**config.mk**
```make
export PLATFORM = sky130hd
export DESIGN_NAME = fifo_rd_stream
export DESIGN_NICKNAME = d
export VERILOG_FILES = /design/src/rtl/fifo_rd_stream.sv
export SDC_FILE = /design/constraint.sdc
export NUM_CORES = 1
export LEC_CHECK = 0
export BUFFER_PORTS_ARGS = -buffer_cell sky130_fd_sc_hd__clkbuf_2
export CORE_ASPECT_RATIO = 1.1
export CORE_MARGIN = 2
export CORE_UTILIZATION = 52
export DETAILED_ROUTE_END_ITERATION = 10
export PLACE_DENSITY = 0.76
export SLEW_MARGIN = 20
export SYNTH_ARGS = -nofsm -noshare
export SYNTH_HDL_FRONTEND = slang
export SYNTH_SLANG_ARGS = --single-unit
export TNS_END_PERCENT = 100
```
**constraint.sdc**
```tcl
create_clock -name clk -period 1.5 [get_ports clk]
set_clock_uncertainty 0.2 [all_clocks]
set_input_delay 0 -clock clk [delete_from_list [all_inputs] [get_ports clk]]
set_output_delay 0 -clock clk [all_outputs]
set_load 0.005 [all_outputs]
```
**src/rtl/fifo_rd_stream.sv**
```systemverilog
// fifo_rd_stream: credit-tracked skid buffer turning a 0/1-latency FIFO read port into a valid/ready stream
module fifo_rd_stream #(
    parameter int DATA_W     = 64,
    parameter int RD_LATENCY = 1,
    parameter int SKID_DEPTH = 3
) (
    input  logic                                clk,
    input  logic                                rst_n,
    input  logic                                fifo_empty_i,
    output logic                                fifo_rd_req_o,
    input  logic [DATA_W-1:0]                   fifo_rd_data_i,
    output logic                                m_valid_o,
    input  logic                                m_ready_i,
    output logic [DATA_W-1:0]                   m_data_o,
    input  logic                                flush_i,
    output logic [$clog2(SKID_DEPTH+1)-1:0]     occupancy_o
);
    localparam int OCC_W = $clog2(SKID_DEPTH + 1);
    localparam int PTR_W = SKID_DEPTH > 1 ? $clog2(SKID_DEPTH) : 1;

    if (RD_LATENCY != 0 && RD_LATENCY != 1) begin : g_bad_latency
        $error("fifo_rd_stream: RD_LATENCY must be 0 or 1");
    end
    if (SKID_DEPTH < RD_LATENCY + 1) begin : g_bad_depth
        $error("fifo_rd_stream: SKID_DEPTH must be at least RD_LATENCY+1");
    end

    logic                run_q, run_d;
    logic [OCC_W-1:0]    occ_q, occ_d;
    logic                inflight_q, inflight_d;
    logic [PTR_W-1:0]    wr_ptr_q, wr_ptr_d, rd_ptr_q, rd_ptr_d;
    logic [DATA_W-1:0]   mem_q [SKID_DEPTH];
    logic [DATA_W-1:0]   mem_d [SKID_DEPTH];
    logic [OCC_W:0]      credit;
    logic                capture, pop;

    function automatic logic [PTR_W-1:0] wrap_inc(input logic [PTR_W-1:0] p);
        return (p == PTR_W'(SKID_DEPTH - 1)) ? '0 : p + 1'b1;
    endfunction

    assign m_valid_o   = occ_q != '0;
    assign m_data_o    = mem_q[rd_ptr_q];
    assign occupancy_o = occ_q;

    // Credit uses registered state only, so m_ready_i never reaches the read request
    always_comb begin
        credit        = {1'b0, occ_q} + (OCC_W + 1)'(inflight_q);
        fifo_rd_req_o = run_q & ~flush_i & ~fifo_empty_i & (credit < (OCC_W + 1)'(SKID_DEPTH));
        capture       = (RD_LATENCY == 0 ? fifo_rd_req_o : inflight_q) & ~flush_i;
        pop           = m_valid_o & m_ready_i;
        run_d         = 1'b1;
        inflight_d    = (RD_LATENCY == 1) && fifo_rd_req_o;
        mem_d         = mem_q;
        if (capture) mem_d[wr_ptr_q] = fifo_rd_data_i;
        wr_ptr_d      = flush_i ? '0 : capture ? wrap_inc(wr_ptr_q) : wr_ptr_q;
        rd_ptr_d      = flush_i ? '0 : pop ? wrap_inc(rd_ptr_q) : rd_ptr_q;
        occ_d         = flush_i ? '0 : occ_q + OCC_W'(capture) - OCC_W'(pop);
    end

    always_ff @(posedge clk or negedge rst_n) begin
        if (!rst_n) begin
            run_q      <= 1'b0;
            occ_q      <= '0;
            inflight_q <= 1'b0;
            wr_ptr_q   <= '0;
            rd_ptr_q   <= '0;
            mem_q      <= '{default: '0};
        end else begin
            run_q      <= run_d;
            occ_q      <= occ_d;
            inflight_q <= inflight_d;
            wr_ptr_q   <= wr_ptr_d;
            rd_ptr_q   <= rd_ptr_d;
            mem_q      <= mem_d;
        end
    end
endmodule
```
---- Word-level counts from Yosys, hierarchy flattened ----
Cells that the tools add are included.
W data, S select, Z words.
storage, ports and cells
  bits in registers ....................... 200
  input bits .............................. 69
  output and inout bits ................... 68
  word-level logic and storage cells ...... 45
cells by class
  add/subtract/negate cells ............... 5
  order comparisons ....................... 4
  eq/ne operators ......................... 2
  muxes and demuxes ....................... 13
  bitwise operators ....................... 9
  reduce and logical (&&, ||, !) cells .... 4
operators with widths
  kind                   number
  $bwmux W192            1
  $mux W64               3
  $bmux W64 S2           1
  $demux W64 S2          1
  $mux W2                7
  $ge A3 B3 Y1 const B   2
  $not A2 Y3             2
  $reduce_bool A2 Y1     3
  $and A1 B1 Y1          5
  $add A2 B1 Y2 const B  2
  $eq A2 B2 Y1 const B   2
  $add A2 B1 Y3          1
  $lt A3 B1 Y1 const B   1
  $lt A3 B2 Y1 const B   1
  $add A2 B1 Y2          1
  $not A1 Y1             2
  $sub A2 B1 Y2          1
  $logic_and A1 B1 Y1    1

---- Depth between registers and ports, before layout ----
Gate-level depths: netlist of run 1.
  depth in word-level cells ............... 6
  gate-level depth with buffers ........... 7
  mapped depth without buffers ............ 6

---- Worst setup path after synthesis of run 1 ----
No wires, ideal clock.
  path kind ............................... flip-flop to flip-flop
  from .................................... reg occ_q[0] (netlist: occupancy_o[0])
  to ...................................... reg inflight_q
  setup time .............................. 0.100 ns
  arrival ................................. 1.395 ns
  path slack .............................. -0.195 ns
  stages on the path, launching flop included .. 5
  path buffers ............................ 0
  period minus slack after synthesis ...... 1.695 ns
  cell sequence ........................... dfrtp_1 ha_1 ha_1 or4b_1 a21oi_1
on the way
  cells in the longest elaborated chain, start to end .. 3
RTL lines
  element                 RTL line  text
  from (decl)             29        logic [OCC_W-1:0] occ_q, occ_d;
  from (signal assigned)  63        occ_q <= '0;
  from (signal assigned)  70        occ_q <= occ_d;
  $add A2 B1 Y3           47        credit = {1'b0, occ_q} + (OCC_W + 1)'(inflight_q);
  $lt A3 B2 Y1            48        fifo_rd_req_o = run_q & ~flush_i & ~fifo_empty_i & (credit < (OCC_W + 1)'(SKID_DEPTH));
  $and A1 B1 Y1           48
  via fifo_rd_req_o       10        output logic fifo_rd_req_o,
  to (signal assigned)    71        inflight_q <= inflight_d;
  to (decl)               30        logic inflight_q, inflight_d;
The timed path passes the listed nets, and every way through them passes these cells.
A chain may end at the register's enable or synchronous reset.

---- Final worst setup path of run 1 ----
  from .................................... reg inflight_q
  to ...................................... out fifo_rd_req_o
on the way
  cells in the longest elaborated chain, start to end .. 3
RTL lines
  element        RTL line
  $add A2 B1 Y3  47
  $lt A3 B2 Y1   48
  $and A1 B1 Y1  48
  to (decl)      10
No other way between the ends.

==> run metrics, run 1 <==
status finished with violations; failing checks hold timing, setup timing; Tcrit/Tclk final 1.49; CTS clk-pin slew, worst paths 0.07 ns; commonest non-fill, non-tap cell in the layout dfrtp_1; Clock Latency Late Sink 0.44 ns; pre-CTS WS -0.265 ns; pwr/cell area ~1300 nW/um^2; clock network fraction of design power 0.260; DRT antenna net count 0; Synth top area share 0.525; Seq cells post-synth 200; Initial Utilization 0.535; global-route wire length before repair 46.5 mm; f_max 447 MHz; CP endpoint kind primary output; Worst EP required 1.30 ns; Internal 13.0 mW; final setup TNS -104.21 ns; worst hold slack -0.0893 ns; Detailed Place HPWL 13.7 mm; Flop pwr share 0.375; largest net degree at the start of global routing between 40 and 50; Final nets around 960; Post-Place Cells about 970; Min-Delay Path Class primary input to flop; grt ovf 0; CP Data Arrival Time 2.03 ns; root cell of the clock tree clkbuf_16; Via Count 6614; die outline width 133 um; Placer Congestion 0.814; Post-Syn Area per Cell 16.0 um^2; synthesized cell area 9530 um^2; Core Area 17800 um^2; filler instances 834; Leakage Power 6.49 nW; number of setup violations in the final report 262; WL final 30.5 mm; critical path startpoint category flop; cell taking the most area after synthesis dfrtp_1; fin util 0.801; I/O pin count about 140; Residual DRC 0; syn_nets 668; Routed WL per cell 26.7 um; final instance area 14300 um^2; register area share after synthesis 0.525; layout cells sized above 1 0.625; Top FF cell, synth dfrtp_1; commonest non-fill, non-tap cells in the layout 197 x dfrtp_1, 193 x mux2_4, 83 x clkbuf_2; crit path max fanout 2; CTS Sinks 200; Netlist cell types 29; clock buffer depth 2; min Tclk post-route 2.23 ns; H-tree depth 4; I/O Buffers 136; placed instance area 10700 um^2; Final WS setup -0.735 ns; DR pass1 iterations 5; EDFF count, synth 0; Sw Share 0.304; Hold Vio Cnt, Final 1; Syn Inst Count 595; vias in the first global route 7778; Vias/cell about 5.8; Peak VDD IR 0.866 mV; Num CTS Buffers 17; YS warnings 0; Power Total 18.7 mW; initial DRC count 275; NetSw around 5.7 mW; # rows 51; Layout area overhead 49.7%; area of the multi-input gates 5000 um^2; GRT Util Overall 0.317; largest cells by area after synthesis dfrtp_1 53%, mux2_4 19%, mux2_2 8.6%; RSZ-0062 raised after global routing true; Max Slew Vio Count 0; Storage cell area approximately 5000 um^2; ys async rst share 1.00; Setup CP Type flop to primary output; Max Cap Viol 0; Hold-fix buffers, CTS 68; initial antenna violation count 2; fin cells 1141; TritonCTS clock tree done; die height 146 um; Die Area 19400 um^2; Gate power share 0.365
[critical path, cell delays in order, from the launching register on]
cell     delay, ns
dfrtp_1       0.40
ha_2          0.20
ha_2          0.19
or4b_4        0.51
a21oi_4       0.17
buf_6         0.12
[flip-flops by register name, summed over array words and instances (netlist names)]
| register | flops |
|---|---|
| rd_ptr_q | 2 |
| run_q | 1 |
| occupancy_o | 2 |
| mem_q | 192 |
| wr_ptr_q | 2 |
| inflight_q | 1 |
[power groups by stage]
stage	combinational [mW]	sequential, mW	clock, mW
finish	6.83	7.02	4.86
floorplan	2.72	6.72	0
global route	7.18	7.10	5.10
CTS	6.32	6.85	4.82
global placement	4.34	6.82	0
detailed placement	4.49	6.91	0
[cell usage after synthesis (2+ instances only)]
cell type / instances
or3b_2: 2
nand2b_1: 2
buf_6: 9
a21oi_1: 3
o2bb2ai_1: 63
mux2_4: 120
mux2_2: 73
buf_12: 12
dfrtp_1: 200
nor2b_1: 3
buf_4: 3
ha_1: 4
buf_2: 10
clkbuf_1: 10
mux2i_1: 65
or2b_1: 2
and4bb_1: 2
[logic make-up (layout without fill, tap and decap cells)]
logic type                 count (synthesis)  in the layout  share of synthesized area
muxes                                    258            258                      0.344
DFF                                      200            200                      0.525
AOI/OAI and AO/OA                         68             68                     0.0609
buffers and inverters                     45            351                     0.0478
and+or+nand+nor                           18             18                     0.0147
adders and majority gates                  4              4                    0.00525
other                                      1              3                   0.000393
xor gates and xnor gates                   1              1                    0.00236
[worst paths after layout]
check / depth (start not counted) / from / slack [ns] / end
max in group asynchronous: 4 / rst_n / 0.13 / mem_q[182]
min: 5 / fifo_empty_i / -0.09 / inflight_q
max: 5 / inflight_q / -0.73 / fifo_rd_req_o
max reg2reg: 6 / wr_ptr_q[1] / -0.49 / mem_q[104]
min reg2reg: 1 / mem_q[128] / 0.32 / mem_q[128]
min in group asynchronous: 3 / rst_n / 0.40 / mem_q[77]
[repair_timing]
item	in CTS	in global routing
endpoints found under the hold margin	399	1
buffers inserted	54	17
gates cloned	32	1
gates resized for setup	219	136
setup endpoints to repair	261	264
pin swaps	45	27
[layout make-up]
type	count	area share
well taps	238	0.0209
multi-input cells	350	0.351
clock buffers	22	0.0325
inverters	1	0.000263
flip-flops and latches	200	0.351
diodes	2	0.000351
repair buffers	318	0.234
clock inverters	10	0.0102
[per-layer routing]
layer / track usage / vias to the layer above / share of wire / wire length (um)
met5: 0 / - / 0 / 0
met4: 0.132 / 0 / 0.031 / 938
met3: 0.0672 / 74 / 0.047 / 1420
met2: 0.534 / 227 / 0.52 / 15700
met1: 0.397 / 3520 / 0.41 / 12400
li1: - / 2793 / - / -
Power figures use the tool's default switching activity.
==> run 2, diff against run 1 <==
--- a/config.mk
+++ b/config.mk
@@ -9,7 +9,9 @@
 export CORE_ASPECT_RATIO = 1.1
 export CORE_MARGIN = 2
 export CORE_UTILIZATION = 52
+export CTS_CLUSTER_DIAMETER = 120
 export DETAILED_ROUTE_END_ITERATION = 10
+export GPL_TIMING_DRIVEN = 0
 export PLACE_DENSITY = 0.76
 export SLEW_MARGIN = 20
 export SYNTH_ARGS = -nofsm -noshare
==> run metrics, run 2 (same netlist as run 1, synthesis figures left out) <==
status finished with violations; failing checks hold timing, setup timing; H-tree depth 4; clock buffer depth 2; Initial Utilization 0.535; most flop-heavy register mem_q; pwr/cell area 1300 nW/um^2; Placer Congestion roughly 0.76; Routed WL per cell 25.0 um; Vias/cell 5.69; Peak VDD IR 1.05 mV; initial DRC count slightly below 400; Worst EP required 1.30 ns; commonest non-fill, non-tap cell in the layout dfrtp_1; CTS clk-pin slew, worst paths 0.07 ns; Min-Delay Path Class primary input to flop; maximum single-stage delay on the critical path 0.47 ns; Tcrit/Tclk final 1.44; CP Data Arrival Time approximately 2.0 ns; Hold-fix buffers, CTS 70; commonest non-fill, non-tap cells in the layout 196 x dfrtp_1, 158 x mux2_4, 93 x clkbuf_2; die height 146 um; DR pass1 iterations 4; CP endpoint kind primary output; f_max ~460 MHz; fin cells 1145; Max Slew Vio Count 0; largest net degree at the start of global routing 82; Final WS setup -0.655 ns; # rows ~50; I/O Buffers 136; Setup CP Type flop to primary output; Clock Latency Late Sink 0.44 ns; Hold Vio Cnt, Final slightly above 60; most frequent CP cell ha_4; TritonCTS clock tree done; I/O pin count 137; # diodes 0; Buf+Inv Stages, Crit Path 1; Max Cap Viol 0; Worst path top cell family by delay simple AND/OR/NAND/NOR gates; Power Total 19.2 mW; final setup TNS -126.68 ns; Post-Place Cells approximately 970; slowest CP cell or4b_4; WL final 28.6 mm; Slew @ Worst Pin 0.565 ns; critical path startpoint category flop; vias in the first global route 7344; Via Count 6513; grt ovf 0; GRT Util Overall 0.279; min Tclk post-route 2.15 ns; Worst slew margin 0.623; Core Area between 15000 and 20000 um^2; initial antenna violation count 0; root cell of the clock tree clkbuf_16; pre-CTS WS -0.416 ns; CTS Sinks 200; Leakage Power about 6.6 nW; DRT antenna net count 0; Residual DRC 0; crit path max fanout 2; Num CTS Buffers 17; Final nets 967; Layout area overhead 54.6%; Largest register FFs 192; global-route wire length before repair 41.9 mm; layout cells sized above 1 0.652; Die Area just under 20000 um^2; worst hold slack -0.383 ns; Detailed Place HPWL 13.8 mm; crit path cell chain ha_4 > ha_4 > or4b_4 > a21oi_2 > buf_2; number of setup violations in the final report 263; RSZ-0062 raised after global routing true; die outline width 133 um
run 2: changes by cell type in the layout (fill, tap and decap cells not counted), moves of 9 or more:
cell       previous run  this run
mux2i_1              43        24
clkbuf_16            18        29
mux2_4              193       158
mux2i_4               4        20
mux2_2                0        35
clkbuf_2             83        93
buf_2                49        40
run 2: path summary, 6_finish.rpt:
check | start | endpoint | slack (ns) | cells past startpoint
worst max-delay path | inflight_q | fifo_rd_req_o | -0.65 | 5
worst max register to register | inflight_q | mem_q[87] | -0.60 | 8
min in group asynchronous | rst_n | mem_q[13] | -0.10 | 2
worst min-delay path | fifo_empty_i | inflight_q | -0.38 | 3
max in group asynchronous | rst_n | wr_ptr_q[0] | 0.41 | 3
worst min register to register | mem_q[132] | mem_q[132] | 0.31 | 1
run 2: power by group:
part	switching [mW]	total (mW)	internal, mW
clock network	2.10	4.99	2.89
logic	2.84	7.07	4.22
registers	0.834	7.12	6.29
run 2: layout make-up:
cell class / count / area (um^2)
sequential: 200 / 5010
clock inverter: 11 / 171
clock buffer: 21 / 460
multi-input combinational: 350 / 5190
inverter: 1 / 3.75
timing repair buffer: 284 / 2910
fill: 812 / 3070
tap: 238 / 298
buffer: 40 / 682
run 2: per-layer routing:
layer | up-vias | wire length [um] | GRT usage
li1 | 2821 | - | -
met1 | 3476 | 11600 | 0.353
met2 | 169 | 15300 | 0.481
met3 | 47 | 1050 | 0.0453
met4 | 0 | 639 | 0.107
met5 | - | 0 | 0
run 2: timing repair:
| action | CTS | global route |
|---|---|---|
| gates resized for setup | 199 | 170 |
| setup endpoints to repair | 261 | 264 |
| buffers inserted | 44 | 6 |
| pin swaps | 33 | 18 |
| hold endpoints to repair | 399 | 35 |
| gates cloned | 26 | 9 |
run 2: through the flow:
step                 util  instance area [um^2]
floorplan               -                  9580
global placement    0.593                 10600
detailed placement  0.596                 10600
CTS                 0.784                 14000
global route        0.828                 14700
finish              0.828                 14700
run 2: tightest hold or removal path, stage by stage:
cell	delay (ns)
clkbuf_2	0.08
or4b_4	0.11
a21oi_2	0.03
